[src/rtl/chimp_game_ctrl.sv]
// Round sequencer for the chimp-test game: clears the board, loads 1..N, shows them,
// then checks the player's picks in order while tracking level, strikes and game-over.
module chimp_game_ctrl #(
  parameter int START_COUNT = 4,
  parameter int MAX_COUNT   = 25,
  parameter int MAX_STRIKES = 3
) (
  input  logic       clk,
  input  logic       iReset,
  input  logic       iKey0,
  input  logic       iStart,
  input  logic       iDoneLoad,
  input  logic       iChoseCorrectNum,
  input  logic       iChoseWrongNum,
  output logic       oResetBoard,
  output logic       oLoadEnable,
  output logic [4:0] oNumToLoad,
  output logic       oShowEnable,
  output logic [4:0] oNumToChoose,
  output logic [4:0] oLevel,
  output logic [1:0] oStrikes,
  output logic       oRoundWin,
  output logic       oRoundLose,
  output logic       oGameOver,
  output logic       oGameWon
);

  localparam logic [4:0] START_L = 5'(START_COUNT);
  localparam logic [4:0] MAX_L   = 5'(MAX_COUNT);
  localparam logic [1:0] MAX_S   = 2'(MAX_STRIKES);

  typedef enum logic [2:0] {
    S_IDLE, S_CLEAR, S_LOAD, S_SHOW, S_PLAY, S_WIN, S_LOSE, S_GAME_OVER
  } state_t;

  state_t     state_q, state_d;
  logic [4:0] level_q, level_d;
  logic [4:0] load_cnt_q, load_cnt_d;
  logic [4:0] next_num_q, next_num_d;
  logic [1:0] strikes_q, strikes_d;
  logic       game_won_q, game_won_d;

  logic       reset_board_q, reset_board_d;
  logic       load_en_q, load_en_d;
  logic [4:0] num_to_load_q, num_to_load_d;
  logic       show_en_q, show_en_d;
  logic [4:0] num_to_choose_q, num_to_choose_d;
  logic       round_win_q, round_win_d;
  logic       round_lose_q, round_lose_d;
  logic       game_over_q, game_over_d;

  logic       abort;
  logic [1:0] strikes_inc;

  always_comb begin
    state_d     = state_q;
    level_d     = level_q;
    load_cnt_d  = load_cnt_q;
    next_num_d  = next_num_q;
    strikes_d   = strikes_q;
    game_won_d  = game_won_q;
    abort       = 1'b0;
    strikes_inc = (strikes_q < MAX_S) ? strikes_q + 2'd1 : strikes_q;

    if (iKey0 && (state_q != S_IDLE)) begin
      abort      = 1'b1;
      state_d    = S_IDLE;
      level_d    = START_L;
      load_cnt_d = 5'd1;
      next_num_d = 5'd1;
      strikes_d  = 2'd0;
      game_won_d = 1'b0;
    end else begin
      case (state_q)
        S_IDLE, S_GAME_OVER: begin
          if (iStart) begin
            state_d    = S_CLEAR;
            level_d    = START_L;
            strikes_d  = 2'd0;
            game_won_d = 1'b0;
          end
        end
        S_CLEAR: begin
          load_cnt_d = 5'd1;
          next_num_d = 5'd1;
          state_d    = S_LOAD;
        end
        S_LOAD: begin
          if (iDoneLoad) begin
            if (load_cnt_q >= level_q) state_d = S_SHOW;
            else load_cnt_d = load_cnt_q + 5'd1;
          end
        end
        // A wrong pick dominates a simultaneous correct pick.
        S_SHOW: begin
          if (iChoseWrongNum) begin
            state_d   = S_LOSE;
            strikes_d = strikes_inc;
          end else if (iChoseCorrectNum) begin
            state_d    = S_PLAY;
            next_num_d = 5'd2;
          end
        end
        S_PLAY: begin
          if (iChoseWrongNum) begin
            state_d   = S_LOSE;
            strikes_d = strikes_inc;
          end else if (iChoseCorrectNum) begin
            if (next_num_q >= level_q) state_d = S_WIN;
            else next_num_d = next_num_q + 5'd1;
          end
        end
        S_WIN: begin
          if (level_q >= MAX_L) begin
            state_d    = S_GAME_OVER;
            game_won_d = 1'b1;
          end else begin
            state_d = S_CLEAR;
            level_d = level_q + 5'd1;
          end
        end
        S_LOSE: begin
          if (strikes_q >= MAX_S) begin
            state_d    = S_GAME_OVER;
            game_won_d = 1'b0;
          end else begin
            state_d = S_CLEAR;
          end
        end
        default: state_d = S_IDLE;
      endcase
    end

    // Outputs are a registered image of the next state, so they line up with state_q.
    reset_board_d   = abort || (state_d == S_CLEAR);
    load_en_d       = (state_d == S_LOAD);
    num_to_load_d   = (state_d == S_LOAD) ? load_cnt_d : 5'd0;
    show_en_d       = (state_d == S_SHOW) || (state_d == S_GAME_OVER);
    num_to_choose_d = (state_d == S_SHOW) ? 5'd1 :
                      (state_d == S_PLAY) ? next_num_d : 5'd0;
    round_win_d     = (state_d == S_WIN);
    round_lose_d    = (state_d == S_LOSE);
    game_over_d     = (state_d == S_GAME_OVER);
  end

  always_ff @(posedge clk) begin
    if (iReset) begin
      state_q         <= S_IDLE;
      level_q         <= START_L;
      load_cnt_q      <= 5'd1;
      next_num_q      <= 5'd1;
      strikes_q       <= 2'd0;
      game_won_q      <= 1'b0;
      reset_board_q   <= 1'b0;
      load_en_q       <= 1'b0;
      num_to_load_q   <= 5'd0;
      show_en_q       <= 1'b0;
      num_to_choose_q <= 5'd0;
      round_win_q     <= 1'b0;
      round_lose_q    <= 1'b0;
      game_over_q     <= 1'b0;
    end else begin
      state_q         <= state_d;
      level_q         <= level_d;
      load_cnt_q      <= load_cnt_d;
      next_num_q      <= next_num_d;
      strikes_q       <= strikes_d;
      game_won_q      <= game_won_d;
      reset_board_q   <= reset_board_d;
      load_en_q       <= load_en_d;
      num_to_load_q   <= num_to_load_d;
      show_en_q       <= show_en_d;
      num_to_choose_q <= num_to_choose_d;
      round_win_q     <= round_win_d;
      round_lose_q    <= round_lose_d;
      game_over_q     <= game_over_d;
    end
  end

  assign oResetBoard  = reset_board_q;
  assign oLoadEnable  = load_en_q;
  assign oNumToLoad   = num_to_load_q;
  assign oShowEnable  = show_en_q;
  assign oNumToChoose = num_to_choose_q;
  assign oLevel       = level_q;
  assign oStrikes     = strikes_q;
  assign oRoundWin    = round_win_q;
  assign oRoundLose   = round_lose_q;
  assign oGameOver    = game_over_q;
  assign oGameWon     = game_won_q;

endmodule

[config.mk]
export PLATFORM = sky130hd
export DESIGN_NAME = chimp_game_ctrl
export DESIGN_NICKNAME = d
export VERILOG_FILES = /design/src/rtl/chimp_game_ctrl.sv
export SDC_FILE = /design/constraint.sdc
export NUM_CORES = 1
export LEC_CHECK = 0
export CAP_MARGIN = 40
export CELL_PAD_IN_SITES_DETAIL_PLACEMENT = 0
export CELL_PAD_IN_SITES_GLOBAL_PLACEMENT = 2
export CORE_UTILIZATION = 35
export DETAILED_ROUTE_END_ITERATION = 10
export GPL_TIMING_DRIVEN = 0
export HOLD_SLACK_MARGIN = 0.08
export PLACE_DENSITY = 0.87
export SYNTH_ARGS = -nofsm -noshare
export SYNTH_HDL_FRONTEND = slang
export SYNTH_SLANG_ARGS = --single-unit
[constraint.sdc]
create_clock -name clk -period 3.15 [get_ports clk]
set_input_delay 0.945 -clock clk [delete_from_list [all_inputs] [get_ports clk]]
set_output_delay 0.945 -clock clk [all_outputs]
set_load 0.02 [all_outputs]
== Yosys cells after proc, flatten, opt, wreduce, memory -nomap -nowiden ==
Index checks and enable logic that the tools add are counted.

* Flip-flop bits (word level): 37
* Input bits: 7
* Output and inout bits: 24
* Logic and storage cells: 99

* $add $sub $neg: 4
* Order comparisons: 5
* Eq/ne operators: 20
* Mux-type cells: 37
* Bitwise gates (word level): 2
* Reductions and logical operators: 16

{| class="wikitable"
|+ Operators with widths
! kind !! number
|-
| $mux W5 || 11
|-
| $mux W3 || 11
|-
| $eq A3 B3 Y1 const B || 8
|-
| $pmux W3 S7 || 1
|-
| $pmux W5 S2 || 2
|-
| $add A5 B1 Y5 const B || 3
|-
| $pmux W5 S3 || 1
|-
| $eq A3 B2 Y1 const B || 4
|-
| $ge A5 B5 Y1 || 2
|-
| $ne A2 B2 Y1 const B || 4
|-
| $reduce_and A4 Y1 || 2
|-
| $reduce_or A2 Y1 || 4
|-
| $eq A3 B1 Y1 const B || 2
|-
| $mux W1 || 6
|-
| $mux W2 || 3
|-
| $reduce_bool A3 Y1 || 2
|-
| $ge A5 B5 Y1 const B || 1
|-
| $ne A2 B1 Y1 const B || 2
|-
| $pmux W2 S2 || 1
|-
| $reduce_bool A2 Y1 || 2
|-
| $logic_not A3 Y1 || 1
|-
| $pmux W1 S3 || 1
|-
| $reduce_and A3 Y1 || 1
|-
| $reduce_or A3 Y1 || 1
|-
| other kinds (6) || 8
|}

== Longest topological paths before layout ==
Gate-level depths: netlist (run 1).

* Depth in word-level cells: 9
* Mapped depth: 8
* Gate-level depth less buffers: 8

== Worst setup path before layout (run 1) ==
OpenSTA, ideal clock, no wires.

* Kind: register to register
* Start: register level_q[0] (netlist: oLevel[0])
* End: register load_cnt_q[3]
* Setup time: 0.130 ns
* Data arrival time: 2.191 ns
* Slack: 0.829 ns
* Stages on the path, launching flop included: 8
* Buffers on the path: 0
* Path through: dfxtp_1 > ha_1 > nand2b_1 > a2111oi_2 > o21ai_1 > o31a_1 > o21ai_0 > nor2_1

* Word-level cells in the longest chain between the ends: 5

{| class="wikitable"
|+ RTL lines
! item !! RTL line !! source
|-
| start, declared || 37 || <nowiki>logic [4:0] level_q, level_d;</nowiki>
|-
| start signal, assigned || 164 || <nowiki>level_q <= level_d;</nowiki>
|-
| $ge A5 B5 Y1 || 90 || <nowiki>if (load_cnt_q >= level_q) state_d = S_SHOW;</nowiki>
|-
| $mux W5 || 90 ||
|-
| $mux W5 || 89 || <nowiki>if (iDoneLoad) begin</nowiki>
|-
| $pmux W5 S2 || 74 || <nowiki>case (state_q)</nowiki>
|-
| $mux W5 || 65 || <nowiki>if (iKey0 && (state_q != S_IDLE)) begin</nowiki>
|-
| end signal, assigned || 165 || <nowiki>load_cnt_q <= load_cnt_d;</nowiki>
|-
| end, declared || 38 || <nowiki>logic [4:0] load_cnt_q, load_cnt_d;</nowiki>
|}

No other way between the ends.
A chain may end at the register's enable or synchronous reset.

== Worst setup path in the final report (run 1) ==
* Start: input port iStart
* End: register num_to_load_q[3] (netlist: oNumToLoad[3])

* Word-level cells in the longest chain between the ends: 6

{| class="wikitable"
|+ RTL lines
! item !! RTL line !! source
|-
| start, declared || 11 || <nowiki>input logic iStart,</nowiki>
|-
| $mux W3 || 76 || <nowiki>if (iStart) begin</nowiki>
|-
| $pmux W3 S7 || 74 ||
|-
| $mux W3 || 65 ||
|-
| $eq A3 B2 Y1 || 137 || <nowiki>num_to_load_d = (state_d == S_LOAD) ? load_cnt_d : 5'd0;</nowiki>
|-
| $not A1 Y1 (no line) || n/a ||
|-
| $reduce_or A2 Y1 (no line) || n/a ||
|-
| end signal, assigned || 171 || <nowiki>num_to_load_q <= num_to_load_d;</nowiki>
|-
| end, declared || 45 || <nowiki>logic [4:0] num_to_load_q, num_to_load_d;</nowiki>
|}

No other way between the ends.

==> results of run 1 <==
## where the power goes
group,internal [mW],switching (mW)
registers,0.491,0.0229
logic,0.153,0.265
clock network,0.258,0.187
## critical path: cells and delay by family
| family | cells | cell delay, ps |
|---|---|---|
| compound gates | 2 | 360 |
| buf+inv | 1 | 560 |
| simple gates | 4 | 1080 |
## layout make-up
| cell class | instances | area share, % |
|---|---|---|
| buffer | 8 | 1.65 |
| clock buffer | 6 | 3.03 |
| clock inverter | 2 | 1.38 |
| inverter | 12 | 1.65 |
| multi-input combinational | 208 | 50.6 |
| sequential | 37 | 27.2 |
| tap | 75 | 3.45 |
| timing repair buffer | 30 | 11.0 |
## kinds of logic (layout without fill, tap and decap cells)
kind of cell	Yosys count	in the layout	share of synthesized area, %
adders and majority gates	15	15	8.50
AOI/OAI and AO/OA	70	70	21.4
muxes	2	2	0.963
buffers and inverters	20	58	4.08
DFF	37	37	33.5
and+or+nand+nor	118	118	30.3
xor gates and xnor gates	3	3	1.19
## state kept, by name, summed over array words and instances, names as in the netlist, 2 cells and up
| signal | flops |
|---|---|
| oNumToLoad | 5 |
| state_q | 3 |
| next_num_q | 5 |
| oStrikes | 2 |
| oNumToChoose | 5 |
| load_cnt_q | 5 |
| oLevel | 5 |
## cell usage in the layout, fill, tap and decap left out, types with 2 or more instances in the layout
master | Yosys | routed
or4_1 | 2 | 2
a21oi_1 | 20 | 20
o21ai_2 | 2 | 2
inv_1 | 11 | 11
nor3b_1 | 3 | 3
nor2_1 | 29 | 29
xnor2_1 | 2 | 2
nand3_1 | 8 | 8
dfxtp_1 | 37 | 37
buf_2 | 3 | 3
nor3_2 | 4 | 4
nand3b_1 | 3 | 3
o211ai_1 | 4 | 4
a211oi_1 | 2 | 2
or2_2 | 3 | 3
clkbuf_8 | 0 | 6
clkdlybuf4s50_1 | 0 | 30
o21bai_1 | 2 | 2
nor3_1 | 6 | 6
ha_1 | 15 | 15
nand2_1 | 23 | 23
or3_1 | 3 | 3
buf_1 | 2 | 2
and2_1 | 3 | 3
nor4_1 | 2 | 2
a32oi_1 | 4 | 4
o21a_1 | 4 | 4
o21ai_0 | 16 | 16
a211o_1 | 2 | 2
nand2b_1 | 5 | 5
nor2b_1 | 10 | 10
## worst max path at each step
stage | start | to | depth (start not counted)
after global routing | iStart | oNumToLoad[2]$_SDFF_PP0_ | 7
after detailed placement | iStart | oNumToLoad[3]$_SDFF_PP0_ | 7
after CTS | iStart | oNumToLoad[3]$_SDFF_PP0_ | 7
final | iStart | oNumToLoad[3]$_SDFF_PP0_ | 7
after global placement | iChoseWrongNum | oNumToChoose[3]$_SDFF_PP0_ | 7
after floorplan | oLevel[0]$_SDFFE_PP0P_ | load_cnt_q[3]$_SDFF_PP0_ | 7
## routing by layer
layer	share of wire, %	wire length (um)	vias up
met1	49	2850	955
met2	45	2610	44
li1	-	-	1033
met3	4.6	265	8
met4	1.5	89	0
met5	0	0	-
==> metrics.txt, run 1 <==
status=finished clean; register area share after synthesis=33.5%; Worst Setup Slack, final=between 300 and 400 ps; Post-CTS Hold Buffers=0; CTS Buffer Depth=2; Worst EP required=3330 ps; max incr delay on CP=560 ps; Worst-Margin Slew=between 600 and 700 ps; CP max-delay cell=clkdlybuf4s50_1; Max-slew headroom=56.4%; min-delay src=oStrikes[0]$_SDFFE_PP0P_; top post-synthesis cells by count=dfxtp_1 (37), nor2_1 (29), nand2_1 (23); # setup viols final=0; core area=0.00599 mm2; initial antenna violation count=0; Hold Path Stages=1; register area=approximately 740 um2; count leader, synth=dfxtp_1; Ys Warns=0; DR DRC count=0; Peak VDD IR=244 uV; clock sinks=37; Avg Inst Size Synth=8.33 um2; Root Buffer Master=clkbuf_8; number of CTS-inserted buffers=5; Tot Pwr=between 1 and 1.5 mW; RSZ-0062 raised after global routing=false; Initial DRC Count=75; CP Class=in -> reg; gr usage total=between 10% and 20%; Final Hold Viols=0; first-pass GRT wire length=just under 10 mm; std cell rows=28; Worst R2R Start=oLevel[0]$_SDFFE_PP0P_; multi-input logic area=0.00138 mm2; period utilisation layout=87.9%; clock skew=approximately 9.4 ps; synthesized cell area=0.00221 mm2; Tmin final=around 2800 ps; synth top area cells=dfxtp_1 (34%), ha_1 (8.5%), nor2_1 (4.9%); Startpoint Class=input port; drt first pass iters=4; area leader, netlist=dfxtp_1; Starting Density=36.9%; Leak Pwr=0.990 nW; routing usage on met1=26.9%; Core Util, Final=45.4%; M2 GR Usage=30.8%; Fillers=603; later-pin clock latency in the skew report=about 300 ps; Clk pin slew, worst setup/hold paths=80 ps; Die X=81.4 um; post-route ant nets=0; CTS tree=yes; die footprint=0.00663 mm2; Ant. Diodes=0; Final Slew Violations=0; wire length per cell=roughly 15 um; GR peak layer=met2; Gate Count Post-Synth=265; H-tree depth=2; Nets=about 320; Hold Path Sink=oStrikes[0]$_SDFFE_PP0P_; CTS resizes=0; placed cells=370; flops & latches, synth=37; total wire length=5.82 mm; grt ovf=0; GP Congestion=slightly above 0.8; pre-CTS WS=57.6 ps; vias per cell=5.40; GR Util met3=3.89%; Hold Slack=530 ps; power per cell area=slightly above 500 mW/mm2; async set or reset register ratio after synthesis=0%; hold crit path type=reg -> reg; Setup Buffers After CTS=0; largest net degree at the start of global routing=13; Setup crit end kind=register; Peak Freq=361 MHz; Data arrival, critical path=2950 ps; Netlist cell types=64; setup TNS=0 ps; DR vias=2040; Cell Area, Placed=approximately 0.0026 mm2; R2R depth=7; non-filler cells, final=about 380; io pins=31; vias in the first global route=between 1500 and 2000; Worst Path Max Fanout=8; fin area=0.00272 mm2; Most used DFF post-synth=dfxtp_1; EDFF count, synth=0; worst path cell trace=clkdlybuf4s50_1, and4_1, nor3_1, o31ai_4, and4b_1, o21ai_2, nor2_1; FF-to-FF setup slack=slightly below 600 ps; dpl hpwl=4.46 mm; RR Endpoint=oNumToLoad[3]$_SDFF_PP0_; net count of the mapped netlist=around 290; die height=between 80 and 90 um; Area growth syn-to-layout=23.3%; Max Cap Viol=0; share of layout cells above drive strength 1=11.2%; Port Buffers=30; Synth top area share=33.5%
Power figures use the tool's default switching activity.
==> run 2, diff against run 1 <==
--- a/config.mk
+++ b/config.mk
@@ -9,6 +9,7 @@
 export CELL_PAD_IN_SITES_DETAIL_PLACEMENT = 0
 export CELL_PAD_IN_SITES_GLOBAL_PLACEMENT = 2
 export CORE_UTILIZATION = 35
+export CTS_CLUSTER_SIZE = 30
 export DETAILED_ROUTE_END_ITERATION = 10
 export GPL_TIMING_DRIVEN = 0
 export HOLD_SLACK_MARGIN = 0.08
==> results of run 2 <==
The final DEF is identical to that of run 1; final timing and power are the same.
